File: config.mk
export PLATFORM = sky130hd
export DESIGN_NAME = alu_arb_seq
export DESIGN_NICKNAME = d
export VERILOG_FILES = /design/src/rtl/alu_arb_seq.sv
export SDC_FILE = /design/constraint.sdc
export NUM_CORES = 1
export LEC_CHECK = 0
export CAP_MARGIN = 25
export CORE_MARGIN = 5
export CORE_UTILIZATION = 45
export DETAILED_ROUTE_END_ITERATION = 12
export GPL_TIMING_DRIVEN = 0
export PLACE_DENSITY_LB_ADDON = 0.05
export SLEW_MARGIN = 20
export SYNTH_ARGS = -nofsm -noshare
export SYNTH_HDL_FRONTEND = slang
export SYNTH_SLANG_ARGS = --single-unit
File: constraint.sdc
create_clock -name clk -period 2.8 [get_ports clk]
set_input_delay 0.56 -clock clk [delete_from_list [all_inputs] [get_ports clk]]
set_output_delay 0.56 -clock clk [all_outputs]
set_load 0.05 [all_outputs]
File: src/rtl/alu_arb_seq.sv
// rtl/alu_arb_seq.sv - two-requester round-robin front end sequencing ops through a shared ALU
module alu_arb_seq #(
    parameter int LAT = 1
) (
    input  logic       clk,
    input  logic       rst,
    input  logic       req0_valid,
    output logic       req0_ready,
    input  logic [7:0] req0_a,
    input  logic [7:0] req0_b,
    input  logic [2:0] req0_op,
    input  logic [3:0] req0_shift,
    input  logic       req1_valid,
    output logic       req1_ready,
    input  logic [7:0] req1_a,
    input  logic [7:0] req1_b,
    input  logic [2:0] req1_op,
    input  logic [3:0] req1_shift,
    output logic [7:0] alu_a,
    output logic [7:0] alu_b,
    output logic [2:0] alu_s,
    output logic [3:0] alu_shift,
    input  logic [7:0] alu_y,
    input  logic       alu_cero,
    input  logic       alu_carry,
    input  logic       alu_overflow,
    output logic       rsp_valid,
    input  logic       rsp_ready,
    output logic       rsp_id,
    output logic [7:0] rsp_y,
    output logic [2:0] rsp_flags,
    output logic       busy,
    output logic [15:0] op_count
);

    generate
        if (LAT < 1 || LAT > 15) begin : g_lat_chk
            $error("alu_arb_seq: LAT must be within 1..15");
        end
    endgenerate

    localparam logic [3:0] LAT_M1 = 4'(LAT - 1);

    typedef enum logic [1:0] {
        IDLE = 2'd0,
        EXEC = 2'd1,
        RESP = 2'd2
    } state_t;

    state_t      state_q, state_d;
    logic        prio_q, prio_d;
    logic [3:0]  cnt_q, cnt_d;
    logic        id_q, id_d;
    logic [7:0]  a_q, a_d;
    logic [7:0]  b_q, b_d;
    logic [2:0]  s_q, s_d;
    logic [3:0]  sh_q, sh_d;
    logic [7:0]  y_q, y_d;
    logic [2:0]  flags_q, flags_d;
    logic [15:0] opcnt_q, opcnt_d;

    logic grant0, grant1, accept;

    // Grants are gated by rst so no ready can leak out while reset is held.
    always_comb begin
        grant0 = rst && (state_q == IDLE) && req0_valid && (!req1_valid || !prio_q);
        grant1 = rst && (state_q == IDLE) && req1_valid && (!req0_valid || prio_q);
        accept = grant0 || grant1;
    end

    always_comb begin
        state_d = state_q;
        prio_d  = prio_q;
        cnt_d   = cnt_q;
        id_d    = id_q;
        a_d     = a_q;
        b_d     = b_q;
        s_d     = s_q;
        sh_d    = sh_q;
        y_d     = y_q;
        flags_d = flags_q;
        opcnt_d = opcnt_q;
        case (state_q)
            IDLE: begin
                if (accept) begin
                    state_d = EXEC;
                    prio_d  = grant0;
                    id_d    = grant1;
                    a_d     = grant1 ? req1_a     : req0_a;
                    b_d     = grant1 ? req1_b     : req0_b;
                    s_d     = grant1 ? req1_op    : req0_op;
                    sh_d    = grant1 ? req1_shift : req0_shift;
                    cnt_d   = LAT_M1;
                end
            end
            EXEC: begin
                if (cnt_q == 4'd0) begin
                    state_d = RESP;
                    y_d     = alu_y;
                    flags_d = {alu_overflow, alu_carry, alu_cero};
                end else begin
                    cnt_d = cnt_q - 4'd1;
                end
            end
            RESP: begin
                if (rsp_ready) begin
                    state_d = IDLE;
                    opcnt_d = opcnt_q + 16'd1;
                end
            end
            default: state_d = IDLE;
        endcase
    end

    always_ff @(posedge clk or negedge rst) begin
        if (!rst) begin
            state_q <= IDLE;
            prio_q  <= 1'b0;
            cnt_q   <= 4'd0;
            id_q    <= 1'b0;
            a_q     <= 8'h00;
            b_q     <= 8'h00;
            s_q     <= 3'b000;
            sh_q    <= 4'h0;
            y_q     <= 8'h00;
            flags_q <= 3'b000;
            opcnt_q <= 16'h0000;
        end else begin
            state_q <= state_d;
            prio_q  <= prio_d;
            cnt_q   <= cnt_d;
            id_q    <= id_d;
            a_q     <= a_d;
            b_q     <= b_d;
            s_q     <= s_d;
            sh_q    <= sh_d;
            y_q     <= y_d;
            flags_q <= flags_d;
            opcnt_q <= opcnt_d;
        end
    end

    assign req0_ready = grant0;
    assign req1_ready = grant1;
    assign alu_a      = a_q;
    assign alu_b      = b_q;
    assign alu_s      = s_q;
    assign alu_shift  = sh_q;
    assign rsp_valid  = (state_q == RESP);
    assign rsp_id     = id_q;
    assign rsp_y      = y_q;
    assign rsp_flags  = flags_q;
    assign busy       = (state_q != IDLE);
    assign op_count   = opcnt_q;

endmodule

Word level (Yosys, flattened, before mapping)

Index checks and enable logic that the tools add are counted.

Register bits after elaboration: 58
Input bits: 62
Output and inout bits: 55
Logic and storage cells: 50

$add $sub $neg: 2
Equal/unequal tests: 6
Muxes and demuxes: 11
Reductions and logical operators: 20

Operators with widths:

| cell                                                                | number |
|---|---|
| 16-bit by 1-bit adder with 16-bit output (second input constant)    | 1 |
| 8-bit two-way mux                                                   | 2 |
| 4-bit two-way mux                                                   | 3 |
| 4-bit one-hot mux with 2 select lines                               | 1 |
| 2-bit two-way mux                                                   | 3 |
| 2-bit != test (second input constant)                               | 3 |
| 2-bit one-hot mux with 3 select lines                               | 1 |
| 2-bit AND reduction                                                 | 3 |
| 3-bit AND reduction                                                 | 2 |
| 1-bit logical AND                                                   | 5 |
| 4-bit zero test                                                     | 1 |
| 2-bit nonzero test                                                  | 2 |
| 4-bit by 1-bit subtractor with 4-bit output (second input constant) | 1 |
| 1-bit zero test                                                     | 3 |
| 1-bit logical OR                                                    | 3 |
| 3-bit two-way mux                                                   | 1 |
| 2-bit by 1-bit == test with 1-bit output (second input constant)    | 1 |
| 2-bit == test (second input constant)                               | 1 |
| 2-bit zero test                                                     | 1 |
| 2-bit by 1-bit != test with 1-bit output (second input constant)    | 1 |

Logic depth before layout (Yosys ltp)

Gate-level depths: netlist (run 1).

Word-level depth: 7
Mapped depth: 6
Depth with buffers taken out: 6

Least setup slack after synthesis (run 1)

No wires, ideal clock.

Path kind: input -> output
From: input rst
To: output req1_ready
Data arrival time: 1.464 ns
Data required time: 2.240 ns
Slack: 0.776 ns
Stages on the path: 4
Buffers on the path: 1
Path through: nor3b_2 > nand3_4 > buf_6 > inv_1

Word-level cells in the longest chain between the ends: 3

Ends and longest elaborated chain:

| item                           | line | text |
|---|---|---|
| from (decl)                    | 6    | `input logic rst,` |
| 1-bit logical AND (3 in a row) | 67   | `grant1 = rst && (state_q == IDLE) && req1_valid && (!req0_valid \|\| prio_q);` |
| to (decl)                      | 14   | `output logic req1_ready,` |

Every way passes these cells.

Worst setup path after layout (run 1)

Ends and elaborated chain as after synthesis.

==> metrics.txt, run 1 <==
Netlist Area Pre-Place around 2600 um2; VDD IR max between 600 and 700 uV; leak pwr between 1.5 and 2 nW; I/O pin count around 120; Vias/cell 4.83; fin area 4150 um2; fraction of layout cells with a size suffix above 1 between 10% and 20%; antenna viol nets, final 0; FP Rows 28; Residual DRC 0; htree depth 3; type of the most critical hold path primary input to async pin; nets 419; Clock Pin Slew Worst Setup and Hold Paths approximately 0.070 ns; initial drt markers 56; period utilisation layout a little over nine tenths; Avg WL per Cell between 10 and 15 um; Num CTS Buffers 9; Max Slew Vio Count 0; Syn Inst Count roughly 230; Die Width 86.7 um; PwrDens 1110 nW/um2; P&R area growth vs syn 56.8%; clk sinks 58; Crit. End Element output pin; Worst Path Required roughly 2.2 ns; Max-Cap Viols 0; GR Overflow Total 0; # diodes 0; Final setup violation count 0; DP Area 3920 um2; CTS tree built; Initial Util a little under half; clk_lat worst skew between 0.3 and 0.4 ns; TritonRoute pass-1 iters 4; Placer Congestion a little under 0.8; R2R setup slack between 1 and 1.5 ns; first-pass GRT wire length slightly above 10,000 um; vias in the first global route about 2,100; final hold violations 0; final worst slack about 0.15 ns; slew margin rel. 64.4%; crit path time final about 2.6 ns; status finished, final reports clean; post-synthesis sequential area ratio between 50% and 60%; antenna violations before repair 0; CTS Root Cell clkbuf_8; crit path DAT 2.09 ns; Die H 86.7 um; Post-Syn Area per Cell 11.8 um2; Startpoint Class primary input; pre-CTS setup slack -0.591 ns; synth warn 0; IO buf count between 100 and 150; Finished Core Util 71.3%; Slew @ Worst Pin between 0.5 and 0.6 ns; hpwl dp a little under 5000 um; Detailed Route WL approximately 6400 um; die footprint ~7500 um2; syn_nets 290; Fmax achieved between 300 and 400 MHz; Distinct cells, synth 31; Worst Skew 0.00524 ns; sum of negative setup slack 0 ns; vias ~2,100; GRT Total Usage between 10% and 20%; largest net degree at the start of global routing 37; crit-path max FO 25; core footprint 5820 um2; #FFs+latches synth 58; crit path kind primary input to output pin; clock buffer depth 2; unrepaired setup endpoints after global routing no
## layout by cell type (no fill, tap or decap), types with 5 or more instances in the layout
cell / netlist / routed
clkbuf_1: 5 / 6
clkbuf_8: 0 / 9
clkdlybuf4s50_1: 0 / 113
dfrtp_1: 58 / 58
inv_1: 5 / 5
mux2_4: 9 / 9
mux2i_1: 23 / 23
nand2_1: 32 / 32
nand3_1: 8 / 8
nand4_1: 5 / 5
o21ai_0: 22 / 22
o21ai_1: 7 / 7
xnor2_1: 11 / 11
## registers in the layout, indices dropped and copies added, names as in the netlist
register / cells
rsp_y: 8
cnt_q: 4
prio_q: 1
alu_a: 8
rsp_id: 1
alu_shift: 4
alu_b: 8
state_q: 2
op_count: 16
rsp_flags: 3
alu_s: 3
## path summary, 6_finish.rpt
check | startpoint | to | cells after the start
worst max-delay path | rst | req1_ready | 7
worst min-delay path | rst | op_count[15] | 1
worst max register to register | cnt_q[0] | rsp_y[3] | 6
min in group clk | op_count[15] | op_count[15] | 1
worst min register to register | op_count[15] | op_count[15] | 1
max in group asynchronous | rst | op_count[3] | 2
## critical path: stages
cell and delay (ns):
buf_8 0.20, buf_16 0.19, nor3b_4 0.30, nand3_4 0.21
buf_6 0.21, inv_1 0.05, clkdlybuf4s18_2 0.35
## logic make-up after synthesis
family	share of synthesized area [%]
simple gates	14.5
flops	54.9
mux	15.5
compound gates	5.77
xor+xnor	4.97
buf+inv	2.89
fa+ha+maj	1.42
## layout make-up
cell class / instances / area [um2]
fill: 457 / 1670
sequential: 58 / 1450
timing repair buffer: 118 / 1220
multi-input combinational: 153 / 1120
clock buffer: 10 / 128
tap: 75 / 93.8
clock inverter: 6 / 57.6
buffer: 9 / 57.6
inverter: 5 / 18.8
## repair_timing
action	4_1_cts	5_1_grt
setup endpoints to repair	2	2
hold buffers	0	0
buffers inserted	0	0
pin swaps	0	0
resized for setup	6	3
cloned	0	1
## metrics by stage
stage               instances  power, W  hold WS (ns)
finish                    434   0.00461        0.0614
global placement          416   0.00385         0.459
floorplan                 225   0.00303         0.264
CTS                       433   0.00466        0.0721
detailed placement        417   0.00390         0.470
global route              434   0.00486        0.0632
## report_power, final
group	internal [W]	leakage, nW	total [W]	switching (W)
sequential	0.00115	0.734	0.00136	0.000208
combinational	0.000956	1.15	0.00251	0.00156
clock	0.000405	0.0958	0.000736	0.000331
## per-layer routing
metal / share of wire, % / routed length (um) / vias up / GRT usage (%)
li1: - / - / 1033 / -
met1: 42 / 2710 / 979 / 21.3
met2: 47 / 3010 / 77 / 27.4
met3: 9.8 / 628 / 7 / 7.22
met4: 1.1 / 68 / 0 / 7.22
met5: 0 / 0 / - / 0
## cell usage after synthesis, drive strengths merged
master | n | area share (%)
a21o | 1 | 0.28
and2b | 1 | 0.28
and3 | 4 | 0.95
and3b | 1 | 0.33
and4 | 1 | 0.33
buf | 4 | 1.5
clkbuf | 5 | 0.71
dfrtp | 58 | 55
ha | 3 | 1.4
inv | 5 | 0.71
mux2 | 13 | 6.8
mux2i | 23 | 8.7
nand2 | 32 | 4.5
nand2b | 4 | 1.2
nand3 | 9 | 2.2
nand4 | 5 | 1.2
nor2 | 4 | 0.57
nor3b | 1 | 0.47
nor4 | 1 | 0.80
o21ai | 29 | 5.5
or2 | 2 | 0.47
or2b | 1 | 0.28
or3 | 3 | 0.90
xnor2 | 11 | 3.6
xor2 | 4 | 1.3
No activity file was read; power rests on OpenSTA's default activity.
==> run 2, diff against run 1 <==
Settings changed: CAP_MARGIN 25 to 20.
==> results of run 2 <==
Same layout as run 1: the final DEF is identical, and so are final timing and power.
==> run 3, diff against run 2 <==
Settings changed: CORE_UTILIZATION 45 to 38, HOLD_SLACK_MARGIN set to 0.05.
Clock period 2.8 ns to 2.15 ns, I/O delays scaled along.
==> run 3 against run 2 <==
Effect of this change: core utilization decreased by 8.9 points; die area increased by 16%; sequential power increased by 31%; sequential cell count unchanged; critical path depth decreased by 4; sequential share of layout area decreased by 0.71 points; critical path type is now flip-flop to output pin.
==> metrics.txt, run 3 (same netlist as run 1, synthesis figures left out) <==
GR Overflow Total 0 (unchanged); TritonRoute pass-1 iters 4 (unchanged); Num CTS Buffers 9 (unchanged); status finished, final reports clean; first-pass GRT wire length 10,500 um (+3.2%); Max Slew Vio Count 0 (unchanged); crit-path max FO 6 (-76%); slew margin rel. 64.0% (-0.41 points); crit path time final 2.05 ns; fin area 4240 um2 (+2.2%); I/O pin count 117 (unchanged); crit path DAT 1.62 ns (-0.47 ns); Vias/cell 4.68 (-3.0%); Die H 93.4 um (+7.8%); final hold violations 0 (unchanged); crit path kind flip-flop to output pin; Largest register FFs 16 (unchanged); Reg2Reg Depth 6 (unchanged); antenna violations before repair 0 (unchanged); vias 2,141 (+2.1%); nets 421 (+0.48%); clk sinks 58 (unchanged); Fmax achieved 488 MHz; initial drt markers 55 (-1.8%); type of the most critical hold path primary input to async pin; DP Area 3950 um2 (+0.86%); Residual DRC 0 (unchanged); sum of negative setup slack 0 ns (unchanged); Clock Pin Slew Worst Setup and Hold Paths 0.07 ns (about the same); Placer Congestion 0.739 (-6.2%); Worst Path Required 1.72 ns (-0.52 ns); largest net degree at the start of global routing 29 (-22%); commonest cells after routing, fill and taps aside 111 x clkdlybuf4s50_1, 57 x dfrtp_1, 32 x nand2_1; critical path startpoint state_q[0]; Initial Util 38.9% (-6.5 points); vias in the first global route 2,150 (+1.3%); FP Rows 30 (+7.1%); Avg WL per Cell 14.2 um (-4.0%); unrepaired setup endpoints after global routing no; Final setup violation count 0 (unchanged); hpwl dp 4770 um (-1.5%); Die Width 93.4 um (+7.8%); leading cell type in the layout, fill and taps excluded clkdlybuf4s50_1; GRT Total Usage 15.5% (-1.9 points); P&R area growth vs syn 60.2%; Crit. End Element output pin; Finished Core Util 62.4% (-8.9 points); leak pwr 2.02 nW (+1.8%); clk_lat worst skew 0.33 ns (about the same); # diodes 0 (unchanged); core footprint 6790 um2 (+17%); die footprint 8730 um2 (+16%); fraction of layout cells with a size suffix above 1 13.0% (+1.0 points); antenna viol nets, final 0 (unchanged); htree depth 3 (unchanged); Slew @ Worst Pin 0.539 ns (+0.00609 ns); Detailed Route WL 6480 um (+1.0%); IO buf count 116 (unchanged); Worst Skew 0.00735 ns (+0.00211 ns); VDD IR max 784 uV (+13%); PwrDens 1470 nW/um2 (+32%); FF-to-FF Start cnt_q[0]; Max-Cap Viols 0 (unchanged); period utilisation layout between 90% and 100%; CTS tree built; clock buffer depth 2 (unchanged); CTS Root Cell clkbuf_8; Startpoint Class flip-flop
==> run 3: layout make-up <==
cell class | instances | area, um2
Timing Repair Buffer | 120 | 1230
Clock inverter | 4 | 72.6
Sequential cell | 58 | 1450
Tap cell | 96 | 120
Multi-Input combinational cell | 153 | 1120
Clock buffer | 12 | 165
Buffer | 9 | 57.6
Inverter | 5 | 18.8
Fill cell | 578 | 2560
==> run 3: path summary, 6_finish.rpt <==
path                            slack, ns           end
worst min-delay path                 0.06      alu_b[6]
worst max register to register       0.46      rsp_y[3]
max in group asynchronous            1.51  op_count[13]
worst max-delay path                 0.10    req0_ready
worst min register to register       0.47  op_count[15]
min in group clk                     0.47  op_count[15]
==> run 3: metal layers <==
metal  part of all wire [%]  track usage (%)  up-vias
li1                       -                -     1036
met1                     44             19.7     1012
met2                     45             23.3       87
met3                    9.9             7.16        6
met4                    1.1             5.37        0
met5                      0                0        -
==> run 3: per-stage QoR <==
stage	power [W]	hold WS (ns)	setup WS, ns	instances
after global placement	0.00505	0.461	-3.03	437
after floorplan	0.00395	0.134	0.367	225
final	0.00622	0.0608	0.101	457
after global routing	0.00657	0.0536	0.00865	457
after CTS	0.00629	0.0540	-0.0383	456
after detailed placement	0.00508	0.240	-0.799	438
==> run 3: what timing repair did <==
| action | CTS | global route |
|---|---|---|
| endpoints found under the setup margin | 4 | 2 |
| endpoints found under the hold margin | 3 | 0 |
| gates cloned | 1 | 0 |
| resized for setup | 14 | 2 |
| pin swaps | 0 | 2 |
| buffers inserted | 0 | 1 |
| hold buffers | 1 | 0 |
==> run 3: power by group <==
part	internal [W]	switching, W	total [W]
Combinational	0.00124	0.00203	0.00327
Sequential	0.00151	0.000273	0.00178
Clock	0.000746	0.000433	0.00118
Total	0.00349	0.00273	0.00622
==> run 3: critical path, cell delays in order, from the launching register on <==
cell and delay [ns]:
dfrtp_2 0.46, nor3b_4 0.29, and3_1 0.25, buf_2 0.29
